--- src/rtl/gsim_mem_responder_pkg.sv ---
// Shared defaults, throttle mode encodings and LFSR step function for the
// GSIM matrix-memory read responder.
package gsim_mem_responder_pkg;

    localparam int unsigned AW_DEF  = 10;
    localparam int unsigned DW_DEF  = 256;
    localparam int unsigned LAT_DEF = 2;
    localparam int unsigned LAT_MAX = 4;
    localparam logic [15:0] SEED_DEF = 16'hACE1;

    typedef enum logic [1:0] {
        MODE_ALWAYS   = 2'd0,
        MODE_RANDOM   = 2'd1,
        MODE_PERIODIC = 2'd2,
        MODE_HOLD     = 2'd3
    } mode_e;

    // Fibonacci step, taps 16,14,13,11, shifting toward bit 0.
    function automatic logic [15:0] lfsr16_next(input logic [15:0] s);
        logic fb;
        fb = s[0] ^ s[2] ^ s[3] ^ s[5];
        return {fb, s[15:1]};
    endfunction

endpackage

--- src/rtl/gsim_mem_responder_if.sv ---
// Read-request / row-response bus between the GSIM core and its memory responder.
interface gsim_mem_responder_if #(
    parameter int unsigned AW = 10,
    parameter int unsigned DW = 256
);
    logic          mem_rreq;
    logic [AW-1:0] mem_addr;
    logic          mem_rrdy;
    logic [DW-1:0] mem_dout;
    logic          mem_dout_vld;

    modport master (
        output mem_rreq, mem_addr,
        input  mem_rrdy, mem_dout, mem_dout_vld
    );

    modport slave (
        input  mem_rreq, mem_addr,
        output mem_rrdy, mem_dout, mem_dout_vld
    );
endinterface

--- src/rtl/gsim_lfsr16.sv ---
// 16-bit Fibonacci LFSR, loads the seed on reset and steps when enabled.
module gsim_lfsr16
    import gsim_mem_responder_pkg::*;
(
    input  logic        i_clk,
    input  logic        i_reset,
    input  logic [15:0] i_seed,
    input  logic        i_en,
    output logic [15:0] o_state
);

    logic [15:0] state_q;
    logic [15:0] state_d;

    always_comb begin
        state_d = state_q;
        if (i_en) begin
            state_d = lfsr16_next(state_q);
        end
    end

    always_ff @(posedge i_clk) begin
        if (i_reset) begin
            state_q <= i_seed;
        end else begin
            state_q <= state_d;
        end
    end

    assign o_state = state_q;

endmodule

--- src/rtl/gsim_mem_responder.sv ---
// GSIM matrix-memory read responder: throttles requests, reads a 1-cycle SRAM and
// returns each accepted row a fixed LAT cycles later.
module gsim_mem_responder
    import gsim_mem_responder_pkg::*;
#(
    parameter int unsigned AW   = AW_DEF,
    parameter int unsigned DW   = DW_DEF,
    parameter int unsigned LAT  = LAT_DEF,
    parameter logic [15:0] SEED = SEED_DEF
) (
    input  logic                 i_clk,
    input  logic                 i_reset,
    input  logic [1:0]           i_mode,
    input  logic [3:0]           i_per_on,
    input  logic [3:0]           i_per_len,
    gsim_mem_responder_if.slave  mem,
    output logic                 o_ram_cen,
    output logic [AW-1:0]        o_ram_addr,
    input  logic [DW-1:0]        i_ram_q,
    output logic [15:0]          o_rd_cnt
);

    logic          rrdy_q, rrdy_d;
    logic [3:0]    phase_q, phase_d;
    logic [15:0]   cnt_q, cnt_d;
    logic [LAT-1:0] vld_q, vld_d;
    logic [DW-1:0] dat_q [LAT];
    logic [DW-1:0] dat_d [LAT];
    logic          dout_vld_q, dout_vld_d;
    logic          accept;
    logic [3:0]    len_c;
    logic [15:0]   lfsr_state;
    logic          lfsr_unused;

    gsim_lfsr16 u_lfsr (
        .i_clk   (i_clk),
        .i_reset (i_reset),
        .i_seed  (SEED),
        .i_en    (1'b1),
        .o_state (lfsr_state)
    );

    // Only bit 0 drives the random throttle.
    assign lfsr_unused = ^lfsr_state[15:1];

    assign accept = mem.mem_rreq & rrdy_q;
    assign len_c  = (i_per_len == 4'd0) ? 4'd1 : i_per_len;

    // Throttle: next-cycle ready from the current mode; phase idles at 0 outside periodic.
    always_comb begin
        rrdy_d  = 1'b1;
        phase_d = 4'd0;
        case (mode_e'(i_mode))
            MODE_ALWAYS: rrdy_d = 1'b1;
            MODE_RANDOM: rrdy_d = lfsr_state[0];
            MODE_PERIODIC: begin
                rrdy_d  = (phase_q < i_per_on) || (i_per_on >= len_c);
                phase_d = (phase_q >= 4'(len_c - 4'd1)) ? 4'd0 : 4'(phase_q + 4'd1);
            end
            MODE_HOLD:   rrdy_d = 1'b0;
            default:     rrdy_d = 1'b1;
        endcase
    end

    // Response pipe: each data stage only keeps a row when its valid bit says so.
    always_comb begin
        vld_d    = vld_q;
        vld_d[0] = accept;
        dat_d[0] = vld_q[0] ? i_ram_q : '0;
        for (int unsigned i = 1; i < LAT; i++) begin
            vld_d[i] = vld_q[i-1];
            dat_d[i] = vld_q[i] ? dat_q[i-1] : '0;
        end
        dout_vld_d = vld_q[LAT-1];
    end

    always_comb begin
        cnt_d = cnt_q;
        if (accept && (cnt_q != 16'hFFFF)) begin
            cnt_d = 16'(cnt_q + 16'd1);
        end
    end

    always_ff @(posedge i_clk) begin
        if (i_reset) begin
            rrdy_q     <= 1'b1;
            phase_q    <= 4'd0;
            cnt_q      <= 16'd0;
            vld_q      <= '0;
            dat_q      <= '{default: '0};
            dout_vld_q <= 1'b0;
        end else begin
            rrdy_q     <= rrdy_d;
            phase_q    <= phase_d;
            cnt_q      <= cnt_d;
            vld_q      <= vld_d;
            dat_q      <= dat_d;
            dout_vld_q <= dout_vld_d;
        end
    end

    assign mem.mem_rrdy     = rrdy_q;
    assign mem.mem_dout     = dat_q[LAT-1];
    assign mem.mem_dout_vld = dout_vld_q;
    assign o_ram_cen        = accept;
    assign o_ram_addr       = mem.mem_addr;
    assign o_rd_cnt         = cnt_q;

endmodule

--- src/flat_wrapper.sv ---
// flat-port wrapper written by rule: the top's interface ports become plain ports
module gsim_mem_responder_flat import gsim_mem_responder_pkg::*;
#(
    parameter int unsigned AW   = AW_DEF,
    parameter int unsigned DW   = DW_DEF,
    parameter int unsigned LAT  = LAT_DEF,
    parameter logic [15:0] SEED = SEED_DEF
)
  (i_clk, i_reset, i_mode, i_per_on, i_per_len, o_ram_cen, o_ram_addr, i_ram_q, o_rd_cnt, mem_mem_rreq, mem_mem_addr, mem_mem_rrdy, mem_mem_dout, mem_mem_dout_vld);
  gsim_mem_responder_if #(.AW(AW), .DW(DW)) mem_i ();
  input  logic i_clk;
  input  logic i_reset;
  input  logic [1:0] i_mode;
  input  logic [3:0] i_per_on;
  input  logic [3:0] i_per_len;
  output logic o_ram_cen;
  output logic [AW-1:0] o_ram_addr;
  input  logic [DW-1:0] i_ram_q;
  output logic [15:0] o_rd_cnt;
  input wire logic [$bits(mem_i.mem_rreq)-1:0] mem_mem_rreq;
  input wire logic [$bits(mem_i.mem_addr)-1:0] mem_mem_addr;
  output wire logic [$bits(mem_i.mem_rrdy)-1:0] mem_mem_rrdy;
  output wire logic [$bits(mem_i.mem_dout)-1:0] mem_mem_dout;
  output wire logic [$bits(mem_i.mem_dout_vld)-1:0] mem_mem_dout_vld;
  assign mem_i.mem_rreq = mem_mem_rreq;
  assign mem_i.mem_addr = mem_mem_addr;
  assign mem_mem_rrdy = mem_i.mem_rrdy;
  assign mem_mem_dout = mem_i.mem_dout;
  assign mem_mem_dout_vld = mem_i.mem_dout_vld;
  gsim_mem_responder #(.AW(AW), .DW(DW), .LAT(LAT), .SEED(SEED)) u_core (.i_clk(i_clk), .i_reset(i_reset), .i_mode(i_mode), .i_per_on(i_per_on), .i_per_len(i_per_len), .mem(mem_i), .o_ram_cen(o_ram_cen), .o_ram_addr(o_ram_addr), .i_ram_q(i_ram_q), .o_rd_cnt(o_rd_cnt));
endmodule
--- config.mk ---
export PLATFORM = sky130hd
export DESIGN_NAME = gsim_mem_responder_flat
export DESIGN_NICKNAME = d
export VERILOG_FILES = /design/src/rtl/gsim_mem_responder_pkg.sv /design/src/rtl/gsim_mem_responder_if.sv /design/src/rtl/gsim_lfsr16.sv /design/src/rtl/gsim_mem_responder.sv /design/src/flat_wrapper.sv
export SDC_FILE = /design/constraint.sdc
export NUM_CORES = 1
export LEC_CHECK = 0
export CORE_MARGIN = 3
export CORE_UTILIZATION = 35
export DETAILED_ROUTE_END_ITERATION = 10
export DONT_BUFFER_PORTS = 1
export PLACE_DENSITY = 0.48
export SLEW_MARGIN = 5
export SYNTH_ARGS = -nofsm -noshare
export SYNTH_HDL_FRONTEND = slang
export SYNTH_SLANG_ARGS = --single-unit
--- constraint.sdc ---
create_clock -name i_clk -period 1.6 [get_ports i_clk]
set_input_delay 0.32 -clock i_clk [delete_from_list [all_inputs] [get_ports i_clk]]
set_output_delay 0.32 -clock i_clk [all_outputs]
set_load 0.005 [all_outputs]
==> flow_summary.ini, run 1 <==
[routing]
num_vias = 9183
drtIter0Drc = 221
avgRoutedWirePerCell_microns = 16.6
drcViolationCount = 0
drtPass1Iterations = 4
ant_nets = 0
drt-total-wl_microns = 38200
viasPerCell = 4.00

[critical_path]
cp.arrival_ns = 2.09
criticalPathCategory = reg -> reg
critPathSlowestCell = or4_4
crit_chain = ha_4, nand3_4, or4_4, nand2_4, xor2_1, nor2_1
max_stage_delay_ns = 0.58
worstPathRequired_ns = 2.08
cp_max_fo = 7
end_kind = flop
cp_top_family = simple AND/OR/NAND/NOR gates
startpoint_type = flop
crit_buf_inv = 0

[place]
dp_hpwl_microns = 26500
dp_slack_ns = -0.0879
portBuffers = 0
gp_congestion = 0.770

[floorplanning]
die_area_sq_mm = 0.0526
core_sq_mm = 0.0491
rows = 81
start_util = 0.356
die_x_microns = 229
dieHeight_microns = 229
pin_count = 564

[power_and_ir_drop]
p_per_area_mw_per_mm2 = 1360
peakVddDrop_v = 0.000769
p_leak_nw = 8.79

[logic_synthesis]
ys_seq_area_frac = 0.633
synth_top_area_cell = dfxtp_1
yosysWarnings = 0
synthesis.nets = 1829
synth_area_leaders = dfxtp_1 63%, and2_1 18%, buf_4 11%
synth.avg_cell_area_sq_um = 11.4
syn_area_sq_mm = 0.0175
syn_inst = 1536
synth.distinct_cells = 43
yosys_register_bits = 552
synth_top_area_frac = 0.633

[sta]
maxSlewViolCount = 0
post-route-period-util = 1.00
finalHoldViolCount = 21
max_freq_mhz = 622
holdWs_ns = -0.211
worst_slew_pin_slew_ns = 0.436
rsz0062_at_grt = true
finalSetupViolations = 1
final.setup_skew_ns = 0.0150
relSlewSlack = 0.709
fin_crit_ns = 1.61
setup_ws_ns = -0.00791

[status]
outcome = finished with violations
violations = hold timing, setup timing

[final_layout]
utilization = 0.437
area_growth_pct = 22.7
final_layout_size_suffix_gt1_frac = 0.106
nets = 1876
n_fill_cell = 4570

[run]
drv_cap = 0

[global_route]
grt_pass1_vias = 9753
grt_use_total = 0.142
grt_start_max_net_pins = 66
grt_pass1_wl_microns = 58200
antenna_found_initial = 5
overflow = 0

[clocking]
cts-root-buf = clkbuf_16
cts_sinks = 552
clock_path_buffers = 3
cts_buffers = 55
cts_tree = done
clk_latency_ns = 0.58
hold_buffers = 276
htreeDepth = 2
clk_pin_slew_worst_paths_ns = 0.07

[min_path]
min_path_type = in -> reg
## cells by family (layout without fill, tap and decap cells)
group / count (synthesis) / count (layout) / synth area share
AOI/OAI and AO/OA: 21 / 21 / 0.00767
and+or+nand+nor: 591 / 592 / 0.210
adders and majority gates: 14 / 14 / 0.0100
xor gates and xnor gates: 16 / 16 / 0.00803
DFF: 552 / 552 / 0.633
other: 0 / 2 / 0
buffers and inverters: 342 / 435 / 0.131
## cell usage after synthesis, drive strengths merged
master	instances
a21boi	1
a21o	2
a21oi	6
a311o	1
a311oi	1
a31oi	1
and2	513
and3	3
buf	270
clkbuf	57
dfxtp	552
ha	14
inv	15
nand2	7
nand2b	3
nand3	8
nand4	7
nor2	20
nor2b	11
nor3	5
nor4	1
nor4b	1
o211ai	1
o21a	1
o21ai	5
o311ai	1
o31ai	1
or2	8
or3	3
or4	1
xnor2	5
xor2	11
## path summary, 6_finish.rpt
| path | slack, ns | from | to | cells after the start |
|---|---|---|---|---|
| worst max-delay path | -0.008 | u_core.o_rd_cnt[1] | u_core.o_rd_cnt[0] | 6 |
| worst min-delay path | -0.21 | i_reset | u_core.o_rd_cnt[1] | 1 |
| worst max register to register | -0.008 | u_core.o_rd_cnt[1] | u_core.o_rd_cnt[0] | 6 |
| worst min register to register | 0.42 | u_core.dat_q[479] | u_core.mem.mem_dout[223] | 1 |
## through the flow
step,setup TNS (ns),hold slack (ns),instances,power [W],area [sq um]
4_1_cts,-0.0212,-0.252,2290,0.0297,21300
3_5_place_dp,-0.559,0.393,1910,0.0148,16500
2_1_floorplan,-0.187,0.389,1536,0.0147,17500
3_3_place_gp,-0.468,0.387,1910,0.0148,16500
6_report,-0.00791,-0.211,2296,0.0292,21400
5_1_grt,-0.728,-0.248,2294,0.0304,21400
## cell type report
type                    instances  area (sq um)  share of cell area
clock buffers                  73          1600              0.0745
clock inverters                31           468              0.0218
repair buffers                316          3180               0.148
diodes                          2          5.00            0.000234
flip-flops and latches        552         11100               0.516
multi-input cells             643          4220               0.197
inverters                      15          61.3             0.00286
well taps                     664           831              0.0388
## layer usage
metal	up-vias	part of all wire	GRT usage
met5	-	0.00029	0
met4	2	0.032	0.0543
met3	78	0.086	0.0526
met2	361	0.48	0.241
met1	4224	0.40	0.163
li1	4518	-	-
## state kept, by name, indices dropped and copies added, names as in the netlist
name,count
u_core.vld_q,2
u_core.o_rd_cnt,16
u_core.u_lfsr.o_state,16
u_core.phase_q,4
u_core.mem.mem_rrdy,1
u_core.dat_q,256
u_core.mem.mem_dout,256
u_core.mem.mem_dout_vld,1
## power by group
part / internal [W] / switching [W] / total [W]
combinational: 0.000669 / 0.000338 / 0.00101
sequential: 0.0140 / 0.0000664 / 0.0140
clock: 0.00881 / 0.00538 / 0.0142
## what timing repair did
action,CTS,global route
resized for setup,6,11
endpoints found under the setup margin,13,16
buffers inserted,0,3
endpoints found under the hold margin,296,21
pin swaps,3,8
gates cloned,0,1
## cells in the final DEF (no fill, tap or decap), types with 5 or more instances in the layout
| cell | instances |
|---|---|
| dfxtp_1 | 549 |
| or2_2 | 7 |
| nor2_1 | 20 |
| nand3_1 | 6 |
| clkinv_2 | 9 |
| nor2b_1 | 9 |
| xor2_1 | 11 |
| and2_1 | 512 |
| ha_1 | 13 |
| buf_12 | 9 |
| clkbuf_8 | 13 |
| clkbuf_16 | 56 |
| clkinvlp_4 | 7 |
| nand4_1 | 5 |
| buf_4 | 30 |
| xnor2_1 | 5 |
| dlygate4sd3_1 | 276 |
| inv_1 | 14 |
| bufinv_16 | 11 |
No activity file was read; power rests on OpenSTA's default activity.
==> run 2, diff against run 1 <==
--- a/config.mk
+++ b/config.mk
@@ -9,6 +9,8 @@
 export CORE_UTILIZATION = 35
 export DETAILED_ROUTE_END_ITERATION = 10
 export DONT_BUFFER_PORTS = 1
+export GPL_ROUTABILITY_DRIVEN = 0
+export GPL_TIMING_DRIVEN = 1
 export PLACE_DENSITY = 0.48
 export SLEW_MARGIN = 5
 export SYNTH_ARGS = -nofsm -noshare
==> results of run 2 <==
Same layout as run 1: the final DEF is identical, and so are final timing and power.
